[config.mk]
export PLATFORM = sky130hd
export DESIGN_NAME = shift_add_mul_ctrl
export DESIGN_NICKNAME = d
export VERILOG_FILES = /design/src/rtl/shift_add_mul_ctrl.sv
export SDC_FILE = /design/constraint.sdc
export NUM_CORES = 1
export LEC_CHECK = 0
export BUFFER_PORTS_ARGS = -buffer_cell sky130_fd_sc_hd__clkbuf_2
export CAP_MARGIN = 20
export CELL_PAD_IN_SITES_DETAIL_PLACEMENT = 0
export CELL_PAD_IN_SITES_GLOBAL_PLACEMENT = 1
export CORE_ASPECT_RATIO = 1.5
export CORE_UTILIZATION = 40
export DETAILED_ROUTE_END_ITERATION = 12
export PLACE_DENSITY = 0.78
export SLEW_MARGIN = 20
export SYNTH_ARGS = -nofsm -noshare
export SYNTH_HDL_FRONTEND = slang
export SYNTH_SLANG_ARGS = --single-unit
[constraint.sdc]
create_clock -name clk -period 6.1 [get_ports clk]
set_input_delay 0.915 -clock clk [delete_from_list [all_inputs] [get_ports clk]]
set_output_delay 0.915 -clock clk [all_outputs]
set_load 0.05 [all_outputs]
[src/rtl/shift_add_mul_ctrl.sv]
// Sequential shift-add multiplier: one multiplier bit per clock,
// multiplicand read live from an upstream PIPO register.
module shift_add_mul_ctrl #(
  parameter int N     = 16,
  parameter int CNT_W = 5
) (
  input  logic           clk,
  input  logic           rst,
  input  logic           start,
  input  logic [N-1:0]   mplier,
  input  logic [N-1:0]   mcand_in,
  output logic           ld_mcand,
  output logic           ready,
  output logic           busy,
  output logic           done,
  output logic [2*N-1:0] product
);

  typedef enum logic [1:0] {
    IDLE = 2'd0,
    CALC = 2'd1,
    DONE = 2'd2
  } state_e;

  state_e           state_q, state_d;
  logic [N-1:0]     a_q, a_d;
  logic [N-1:0]     q_q, q_d;
  logic [CNT_W-1:0] cnt_q, cnt_d;
  logic [2*N-1:0]   prod_q, prod_d;

  logic [N:0]       sum;
  logic [2*N-1:0]   shr;
  logic             last;
  logic             idle;

  // {C,A} sum, then {C,A,Q} >> 1 drops Q[0] and keeps the carry
  always_comb begin
    sum  = {1'b0, a_q} + (q_q[0] ? {1'b0, mcand_in} : '0);
    shr  = {sum, q_q[N-1:1]};
    last = (cnt_q == CNT_W'(N-1));
  end

  always_ff @(posedge clk) begin
    if (rst) begin
      state_q <= IDLE;
      a_q     <= '0;
      q_q     <= '0;
      cnt_q   <= '0;
      prod_q  <= '0;
    end else begin
      state_q <= state_d;
      a_q     <= a_d;
      q_q     <= q_d;
      cnt_q   <= cnt_d;
      prod_q  <= prod_d;
    end
  end

  always_comb begin
    state_d = state_q;
    a_d     = a_q;
    q_d     = q_q;
    cnt_d   = cnt_q;
    prod_d  = prod_q;
    unique case (state_q)
      IDLE: begin
        if (start) begin
          q_d     = mplier;
          a_d     = '0;
          cnt_d   = '0;
          state_d = CALC;
        end
      end
      CALC: begin
        a_d   = shr[2*N-1:N];
        q_d   = shr[N-1:0];
        cnt_d = cnt_q + CNT_W'(1);
        if (last) begin
          state_d = DONE;
          prod_d  = shr;
        end
      end
      DONE: state_d = IDLE;
      default: state_d = IDLE;
    endcase
  end

  // Reset forces the idle-facing view even before the first edge
  assign idle     = (state_q == IDLE);
  assign ready    = rst | idle;
  assign busy     = ~rst & (state_q == CALC);
  assign done     = ~rst & (state_q == DONE);
  assign ld_mcand = ~rst & idle & start;
  assign product  = prod_q;

endmodule
Yosys cells after proc, flatten, opt, wreduce, memory -nomap -nowiden
Index checks and enable logic that the tools add are counted.

word-level totals
  register bits = 71
  input port bits = 35
  logic and storage cells = 33

operators by class
  reduce and logical (&&, ||, !) cells = 5
  bitwise logic cells = 6
  eq/ne operators = 5
  add/subtract/negate cells = 2
  muxes and demuxes = 10

operators by type and width
  operator             count
  $pmux 16 s2          2
  $mux 16              3
  $add 16x16->17       1
  $pmux 5 s2           1
  $reduce_and 2->1     3
  $add 5x1->5 const B  1
  $eq 5x4->1 const B   1
  $mux 5               1
  $and 1x1->1          4
  $mux 2               2
  $ne 2x2->1 const B   2
  $pmux 2 s2           1
  $eq 2x1->1 const B   1
  $eq 2x2->1 const B   1
  $logic_not 2->1      1
  $reduce_bool 2->1    1
  $not 1->1            1
  $or 1x1->1           1

Depth between registers and ports, before layout
Gate-level depths: netlist of the first run.

  word-level depth = 3
  mapped depth = 10
  depth with buffers taken out = 9

Least setup slack after synthesis of the first run
OpenSTA, ideal clock, no wires.

  path kind = input port to output port
  start point = input port rst
  end point = output port done
  arrival = 2460 ps
  stages = 3
  path slack = 2725 ps
  path through = clkbuf_1 buf_1 nor3b_1

on the way
  word-level cells in the longest chain between the ends = 2

ends and longest elaborated chain
  element      RTL line  source
  from (decl)  8         input logic rst,
  $not 1->1    92        assign done = ~rst & (state_q == DONE);
  $and 1x1->1  92
  to (decl)    15        output logic done,

No other way between the ends.

Worst setup path after layout of the first run
  start point = register state_q[0]
  end point = output port busy

on the way
  word-level cells in the longest chain between the ends = 2

ends and longest elaborated chain
  element                 RTL line  source
  from (decl)             25        state_e state_q, state_d;
  from (signal assigned)  51        state_q <= state_d;
  $eq 2x1->1              91        assign busy = ~rst & (state_q == CALC);
  $and 1x1->1             91
  to (decl)               14        output logic busy,

No other way between the ends.

==> qor.yml, run 1 <==
outcome:
  status: "completed"
clocking:
  post_cts_buffers: 0
  clockRootBuffer: "clkbuf_16"
  clockBufferDepth: 2
  cts.sinks: 71
  cts_hold_buf: 0
  cts-buffers-inserted: 9
  cts_htree_levels: 3
  cts.repair.resized: 0
  cts_tree: "yes"
  clk_pin_slew_ps: 50
  clock_latency_ps: 330
logic_synthesis:
  synth_area_mm2: 0.00348
  synth_edf_count: 0
  synth_area_leader_cell: "dfxtp_1"
  yosysWarnings: 0
  yosys.area.top_type_share: 0.408
  ys_ff_latch: 71
  synthFlopType: "dfxtp_1"
  ys_top_cells_by_count: "dfxtp_1, nand2_1, nor2_1"
  synth.yosys.seq_area_share: 0.408
  synthArstFlopShare: 0
  synth.distinct_cells: 51
  postSynthAreaPerCell_um2: 7.96
  yosysMostFrequentCell: "dfxtp_1"
  synthTopCellsByArea: "dfxtp_1, nand2_1, nor2_1, ha_1, a21oi_1"
  synthesis.instances: 437
  synth_fp_nets: 491
sta:
  grt_setup_unrepaired: "false"
  tightestPinTransition_ps: 763
  max_freq_mhz: 308
  layout_worst_path_cycle_share: 0.533
  setup_viol: 0
  finClkSkew_ps: 4.80
  hold_ws_ps: 452
  post-route-min-period_ps: 3250
  setup_tns_ps: 0
  finalHoldViolCount: 0
  slew_violations: 0
  relSlewSlack: 0.492
layout:
  nets: 552
  regArea_mm2: 0.00142
  multi_input_area_mm2: 0.00192
  areaGrowthSynthToFinish_pct: 20.4
  drive_gt1_frac: 0.194
  antenna-diode-count: 0
  n_fill_cell: 880
grt:
  grt_max_degree: 67
  grt_pass1_vias: 2923
  grt.total_usage: 0.197
  antenna_found_initial: 0
  grt_remaining_overflow: 0
  grt_first_pass_wirelength_um: 13900
power_and_ir_drop:
  p_int_uw: 844
  clkPwrFrac: 0.448
  swShare: 0.246
  p_seq_frac: 0.445
  switchingPower_uw: 276
  powerDensity_mw_per_mm2: 267
  p_leak_uw: 0.00178
  combPwrFrac: 0.107
  peakVddDrop_mv: 0.145
routing:
  wl_per_cell_um: 14.0
  via_per_inst: 5.25
  route.antenna.remaining_nets: 0
  wirelength_um: 8480
  drt-initial-drc-count: 171
  first_pass_iters: 4
  drc: 0
  via_count: 3192
floorplanning:
  die_w_um: 78.2
  die_y_um: 116
  core_mm2: 0.00841
  io_pins: 71
  die_area_mm2: 0.00908
  rows: 41
  start_util: 0.414
critical_path:
  cp-startpoint: "state_q[0]"
  r2r_end: "a_q[11]"
  r2r_setup_slack_ps: 3220
  cp-end-kind: "output port"
  cp-endpoint: "busy"
  crit_fanout: 13
  path_class: "reg2out"
  rr_worst_depth: 9
  worstReg2RegStart: "q_q[0]"
  worst-endpoint-arrival_ps: 2330
  critPathLaunchType: "register"
  required_ps: 5180
place:
  io_buffers: 70
  gp_congestion: 0.866
  dp_hpwl_um: 6010
min_path:
  min_from: "product[4]"
  hold_class: "reg2reg"
job:
  max_cap_violations: 0
==> cells in the final DEF, fill, tap and decap left out, types with 3 or more instances in the layout <==
cell type | Yosys | layout
or3_1 | 3 | 3
nand3_1 | 9 | 9
clkbuf_2 | 0 | 70
nor2_1 | 61 | 61
a31oi_1 | 3 | 3
dfxtp_1 | 71 | 71
nor2b_1 | 4 | 4
nand2_1 | 68 | 68
ha_1 | 18 | 18
xnor2_1 | 5 | 5
inv_1 | 8 | 8
a311oi_1 | 3 | 3
a211oi_1 | 5 | 5
buf_4 | 0 | 6
nand3b_1 | 4 | 4
and2_1 | 19 | 19
clkbuf_8 | 0 | 4
clkbuf_16 | 0 | 9
a22o_1 | 7 | 7
nor4_1 | 14 | 14
o211ai_1 | 4 | 4
o21ai_0 | 17 | 17
o21a_1 | 4 | 4
nor3_1 | 5 | 5
a32o_1 | 3 | 3
a21oi_1 | 42 | 42
==> worst min path at each step <==
stage	slack, ps	cells after the start	end
2_1_floorplan	430	2	cnt_q[4]
3_3_place_gp	430	2	cnt_q[4]
3_5_place_dp	450	2	product[3]
4_1_cts	450	2	product[3]
5_1_grt	470	2	product[19]
6_report	450	2	product[4]
==> area by class of cell <==
type / instances / area share
clock buffer: 14 / 0.0678
inverter: 8 / 0.00717
multi-input combinational: 332 / 0.459
sequential: 71 / 0.339
tap: 107 / 0.0320
timing repair buffer: 76 / 0.0944
==> metal layers <==
layer	GRT usage	vias to the layer above	part of all wire
met4	0.0877	0	0.019
met3	0.0352	10	0.035
met2	0.342	61	0.50
met5	0	-	0
li1	-	1659	-
met1	0.236	1462	0.44
==> flip-flops by register name, summed over array words and instances, names as in the netlist <==
| name | count |
|---|---|
| a_q | 16 |
| q_q | 16 |
| cnt_q | 5 |
| state_q | 2 |
| product | 32 |
==> power groups by stage <==
stage | Clock, uW | Combinational, uW | Sequential, uW
2_1_floorplan | 0 | 88.4 | 502
3_3_place_gp | 0 | 120 | 508
3_5_place_dp | 0 | 120 | 508
4_1_cts | 511 | 121 | 498
5_1_grt | 529 | 134 | 501
6_report | 501 | 120 | 498
==> worst max-delay path, stage by stage (launching register included) <==
cell and delay, ps:
dfxtp_1 390, nor2b_1 460, nand2b_1 320, inv_1 470, clkbuf_2 370
==> kinds of logic (layout without fill, tap and decap cells) <==
| kind of cell | after synthesis | after routing | synth area share |
|---|---|---|---|
| simple gates | 202 | 202 | 0.272 |
| compound gates | 104 | 104 | 0.193 |
| flops | 71 | 71 | 0.408 |
| buf+inv | 34 | 98 | 0.0385 |
| fa+ha+maj | 19 | 19 | 0.0705 |
| xor+xnor | 7 | 7 | 0.0176 |
==> metrics by stage <==
| stage | cells | total power (uW) | area, um2 | worst slack (ps) | util |
|---|---|---|---|---|---|
| after floorplan | 437 | 590 | 3480 | 2730 | - |
| after global placement | 594 | 627 | 3910 | 2830 | 0.464 |
| after detailed placement | 594 | 628 | 3910 | 2780 | 0.464 |
| after CTS | 608 | 1130 | 4190 | 2830 | 0.498 |
| after global routing | 608 | 1160 | 4190 | 2710 | 0.498 |
| final | 608 | 1120 | 4190 | 2850 | 0.498 |
No activity file was read; power rests on OpenSTA's default activity.
==> run 2, diff against run 1 <==
Settings changed: CORE_UTILIZATION 40 to 36, PLACE_DENSITY 0.78 to 0.75.
Clock period 6.1 ns to 2.68 ns, I/O delays scaled along.
==> run 2 against run 1 <==
  * Global-route usage is 0.36 points lower
  * Worst setup slack worse by 2700 ps
  * Largest power group unchanged
  * Final cell count is 2.8% higher
  * First-iteration DRC count is 26% lower
  * Sequential power is 130% higher
  * Clock power grew to 2.6 times the previous value
  * Non-clock buffer count is 10 higher
==> qor.yml, run 2 (synthesis results as in run 1) <==
outcome:
  status: "completed"
layout:
  areaGrowthSynthToFinish_pct: 23.9
  largest_reg_flops: 32  # unchanged
  most-common-layout-cells: "dfxtp_1, clkbuf_2, nand2_1"
  final_cell_count_no_fill: 625  # +2.8%
  antenna-diode-count: 0  # unchanged
  nets: 562  # +1.8%
  drive_gt1_frac: 0.212  # +0.0189
critical_path:
  worst_path_most_repeated_cell: "buf_4"
  r2r_setup_slack_ps: 190  # -3030 ps
  cpLargestDelayFamily: "compound AO/OA/AOI/OAI gates"
  crit_slowest_cell: "dfxtp_2"
  required_ps: 2910  # -2270 ps
  crit_fanout: 11  # -2
  path_class: "reg2reg"
  cp_num_buf_inv: 2  # unchanged
  cp-end-kind: "register"
  critPathLaunchType: "register"
  worst-endpoint-arrival_ps: 2730  # +400 ps
  critical-path-max-stage-delay_ps: 350  # -120 ps
  crit_chain: "buf_4 > and2_1 > ha_1 > a211oi_1 > o21bai_1 > a21oi_1 > o221ai_1 > buf_4 > a311o_1 > o311ai_1"
clocking:
  clk_pin_slew_ps: 60  # about the same
  cts_htree_levels: 3  # unchanged
  cts.sinks: 71  # unchanged
  cts.repair.resized: 0  # unchanged
  cts-buffers-inserted: 9  # unchanged
  clockBufferDepth: 2  # unchanged
  clock_latency_ps: 340  # about the same
  post_cts_buffers: 0  # unchanged
  cts_tree: "yes"
  cts_hold_buf: 0  # unchanged
  clockRootBuffer: "clkbuf_16"
sta:
  slew_violations: 0  # unchanged
  finClkSkew_ps: 6.48  # +1.68 ps
  setup_tns_ps: 0  # unchanged
  setup_viol: 0  # unchanged
  layout_worst_path_cycle_share: 0.930
  max_freq_mhz: 401
  relSlewSlack: 0.474  # -0.0172
  post-route-min-period_ps: 2490
  tightestPinTransition_ps: 788  # +25.8 ps
  worst_slack_ps: 187  # -2660 ps
  grt_setup_unrepaired: "false"
  finalHoldViolCount: 0  # unchanged
job:
  max_cap_violations: 0  # unchanged
power_and_ir_drop:
  p_total_uw: 2730  # +140%
  p_leak_uw: 0.00185  # +3.9%
  powerDensity_mw_per_mm2: 633  # +140%
  peakVddDrop_mv: 0.382  # +160%
grt:
  antenna_found_initial: 0  # unchanged
  grt.total_usage: 0.193  # -0.00356
  grt_remaining_overflow: 0  # unchanged
  grt_pass1_vias: 3089  # +5.7%
  grt_max_degree: 25  # -63%
  grt_first_pass_wirelength_um: 14500  # +4.1%
floorplanning:
  die_area_mm2: 0.0101  # +11%
  start_util: 0.374  # -0.0398
  io_pins: 71  # unchanged
  die_w_um: 82.3  # +5.3%
  core_mm2: 0.00931  # +11%
  rows: 43  # +4.9%
  die_y_um: 122  # +5.3%
routing:
  drt-initial-drc-count: 127  # -26%
  via_count: 3263  # +2.2%
  route.antenna.remaining_nets: 0  # unchanged
  drc: 0  # unchanged
  wirelength_um: 8950  # +5.4%
  wl_per_cell_um: 14.3  # +2.6%
  via_per_inst: 5.22  # -0.56%
  first_pass_iters: 4  # unchanged
place:
  preCtsSetupSlack_ps: 59.5  # -2720 ps
  dp_hpwl_um: 6640  # +11%
  io_buffers: 70  # unchanged
  gp_congestion: 0.871  # +0.64%
  place_inst: 609  # +2.5%
min_path:
  hold_class: "in2reg"
-- run 2: cell count changes in the layout (fill, tap and decap cells not counted), sizes merged --
cell	delta
bufinv	+2
buf	+10
clkinv	+1
clkbuf	-1
-- run 2: path summary, 6_finish.rpt --
kind,startpoint,to,cells past startpoint
max,q_q[0],a_q[13],10
min,mplier[14],q_q[14],3
max reg2reg,q_q[0],a_q[13],10
min reg2reg,product[6],product[6],2
-- run 2: final cells by class --
class                           count  area (um2)
Fill cell                         967        4990
Multi-Input combinational cell    332        1920
Sequential cell                    71        1420
Timing Repair Buffer               86         470
Clock buffer                       13         260
Tap cell                          112         140
Clock inverter                      3        65.1
Inverter                            8        30.0
-- run 2: power breakdown --
| group | switching [uW] | leakage, uW | internal, uW |
|---|---|---|---|
| sequential | 31.4 | 0.000577 | 1100 |
| clock | 442 | 0.000160 | 865 |
| combinational | 178 | 0.00111 | 115 |
-- run 2: layer usage --
metal  up-vias  GRT usage  share of wire
li1       1680          -              -
met1      1507      0.222           0.43
met2        60      0.329           0.52
met3        16     0.0312          0.026
met4         0      0.113          0.030
met5         -          0              0
-- run 2: per-stage QoR --
stage,hold WS (ps),cell area (um2),utilization
after CTS,325,4310,0.463
after global placement,434,3990,0.428
after global routing,343,4310,0.463
after detailed placement,448,3990,0.428
after floorplan,425,3480,-
final,333,4310,0.463
-- run 2: worst min-delay path, stage by stage --
cell and delay (ps):
clkbuf_2 80, nand3_1 60, a311oi_1 80
==> run 3, diff against run 2 <==
Settings changed: CELL_PAD_IN_SITES_GLOBAL_PLACEMENT 1 to 2, CORE_UTILIZATION 36 to 28, PLACE_DENSITY 0.75 to 0.74.
==> run 3 against run 2 <==
  * Wire length grew 11%
  * Core utilization decreased by 9.9 points
  * Total power rose by 3.8%
  * Combinational power is 3% higher
  * Largest power group unchanged
  * Highest routed layer unchanged
==> qor.yml, run 3 (synthesis results as in run 1) <==
min_path:
  hold_class: "in2reg"
grt:
  grt_first_pass_wirelength_um: 16200  # +12%
  grt.total_usage: 0.160  # -0.0326
  grt_max_degree: 33  # +32%
  antenna_found_initial: 0  # unchanged
  grt_remaining_overflow: 0  # unchanged
  grt_pass1_vias: 3277  # +6.1%
power_and_ir_drop:
  powerDensity_mw_per_mm2: 643  # +1.6%
  p_leak_uw: 0.00186  # +0.89%
  p_total_uw: 2830  # +3.8%
  peakVddDrop_mv: 0.309  # -19%
layout:
  drive_gt1_frac: 0.222  # +0.00931
  regArea_mm2: 0.00142  # about the same
  n_fill_cell: 1288  # +33%
  most-common-layout-cells: "dfxtp_1, clkbuf_2, nand2_1"
  areaGrowthSynthToFinish_pct: 26.6
  largest_reg_flops: 32  # unchanged
  nets: 563  # +0.18%
  final_common_cell: "dfxtp_1"
  multi_input_area_mm2: 0.00194  # +0.72%
  antenna-diode-count: 0  # unchanged
clocking:
  clock_latency_ps: 330  # about the same
  cts_hold_buf: 0  # unchanged
  clockBufferDepth: 2  # unchanged
  cts_tree: "yes"
  cts.sinks: 71  # unchanged
  clockRootBuffer: "clkbuf_16"
  cts_htree_levels: 3  # unchanged
  cts-buffers-inserted: 9  # unchanged
  post_cts_buffers: 0  # unchanged
  clk_pin_slew_ps: 60  # about the same
  cts.repair.resized: 0  # unchanged
job:
  max_cap_violations: 0  # unchanged
sta:
  setup_viol: 0  # unchanged
  max_freq_mhz: 388  # -3.3%
  layout_worst_path_cycle_share: 0.962  # +0.0320
  setup_tns_ps: 0  # unchanged
  grt_setup_unrepaired: "true"
  relSlewSlack: 0.455  # -0.0194
  post-route-min-period_ps: 2580  # +85.8 ps
  finClkSkew_ps: 5.53  # -0.949 ps
  tightestPinTransition_ps: 817  # +29.1 ps
  slew_violations: 0  # unchanged
  hold_ws_ps: 335  # +1.87 ps
  finalHoldViolCount: 0  # unchanged
routing:
  drt-initial-drc-count: 72  # -43%
  first_pass_iters: 4  # unchanged
  drc: 0  # unchanged
  wirelength_um: 9940  # +11%
  route.antenna.remaining_nets: 0  # unchanged
  via_count: 3268  # +0.15%
  wl_per_cell_um: 14.9  # +4.1%
  via_per_inst: 4.90  # -6.2%
floorplanning:
  die_w_um: 93.0  # +13%
  rows: 49  # +14%
  start_util: 0.288  # -0.0857
  die_y_um: 139  # +13%
  die_area_mm2: 0.0129  # +28%
  core_mm2: 0.0121  # +30%
  io_pins: 71  # unchanged
critical_path:
  crit_slowest_cell: "or3b_4"
  required_ps: 2940  # +30 ps
  crit_fanout: 14  # +3
  cp_num_cells: 9  # -1
  cp-end-kind: "register"
  cpLargestDelayFamily: "compound AO/OA/AOI/OAI gates"
  worstReg2RegStart: "q_q[0]"
  crit_chain: "buf_4 > and2_1 > ha_1 > nand2_1 > or3b_4 > a211oi_2 > o32ai_1 > xor2_1 > a211oi_2"
  critical-path-max-stage-delay_ps: 400  # +50 ps
  worst-endpoint-arrival_ps: 2840  # +110 ps
  worst_path_most_repeated_cell: "a211oi_2"
  r2r_setup_slack_ps: 100  # -90 ps
  path_class: "reg2reg"
  cp_num_buf_inv: 1  # -1
  cp-endpoint: "product[28]"
  cp-startpoint: "q_q[0]"
  r2r_end: "product[28]"
  rr_worst_depth: 9  # -1
  critPathLaunchType: "register"
place:
  gp_congestion: 0.810  # -7.0%
  io_buffers: 70  # unchanged
  dp_hpwl_um: 7310  # +10%
outcome:
  status: "completed"
## run 3: cell types whose count changed in the layout (fill, tap and decap cells not counted), sizes merged
cell      before  now
buf           16   17
bufinv         2    3
clkbuf        83   80
clkinv         1    2
clkinvlp       0    1
## run 3: worst min path at each step
| stage | endpoint | slack, ps | startpoint | cells past startpoint |
|---|---|---|---|---|
| after floorplan | cnt_q[4] | 430 | cnt_q[4] | 2 |
| final | q_q[7] | 340 | mplier[7] | 3 |
| after global routing | q_q[2] | 340 | mplier[2] | 3 |
| after global placement | cnt_q[4] | 430 | cnt_q[4] | 2 |
| after detailed placement | cnt_q[4] | 440 | cnt_q[4] | 2 |
| after CTS | q_q[7] | 320 | mplier[7] | 3 |
## run 3: worst min-delay path: cells and delay by family
family / cells / cell delay [ps]
buf+inv: 1 / 80
simple gates: 2 / 140
## run 3: final cells by class
class                   count  share of cell area
clock buffers              10              0.0542
clock inverters             6              0.0244
inverters                   8             0.00682
multi-input cells         332               0.440
flip-flops and latches     71               0.323
well taps                 153              0.0435
repair buffers             87               0.108
## run 3: power breakdown
part	total, uW	internal, uW	switching (uW)
combinational	302	116	186
clock	1400	931	470
sequential	1130	1100	31.5
total	2830	2140	688
## run 3: routing by layer
metal	up-vias	share of wire	wire length, um	track usage
li1	1681	-	-	-
met1	1513	0.42	4190	0.183
met2	60	0.53	5240	0.288
met3	14	0.029	289	0.0247
met4	0	0.022	214	0.0753
met5	-	0	0	0
## run 3: stage by stage
step	area [um2]	util	setup WS [ps]	instances
2_1_floorplan	3480	-	123	437
3_3_place_gp	4050	0.335	28.7	651
3_5_place_dp	4050	0.335	-12.2	651
4_1_cts	4390	0.364	66.6	667
5_1_grt	4410	0.365	-38.0	667
6_report	4410	0.365	101	667
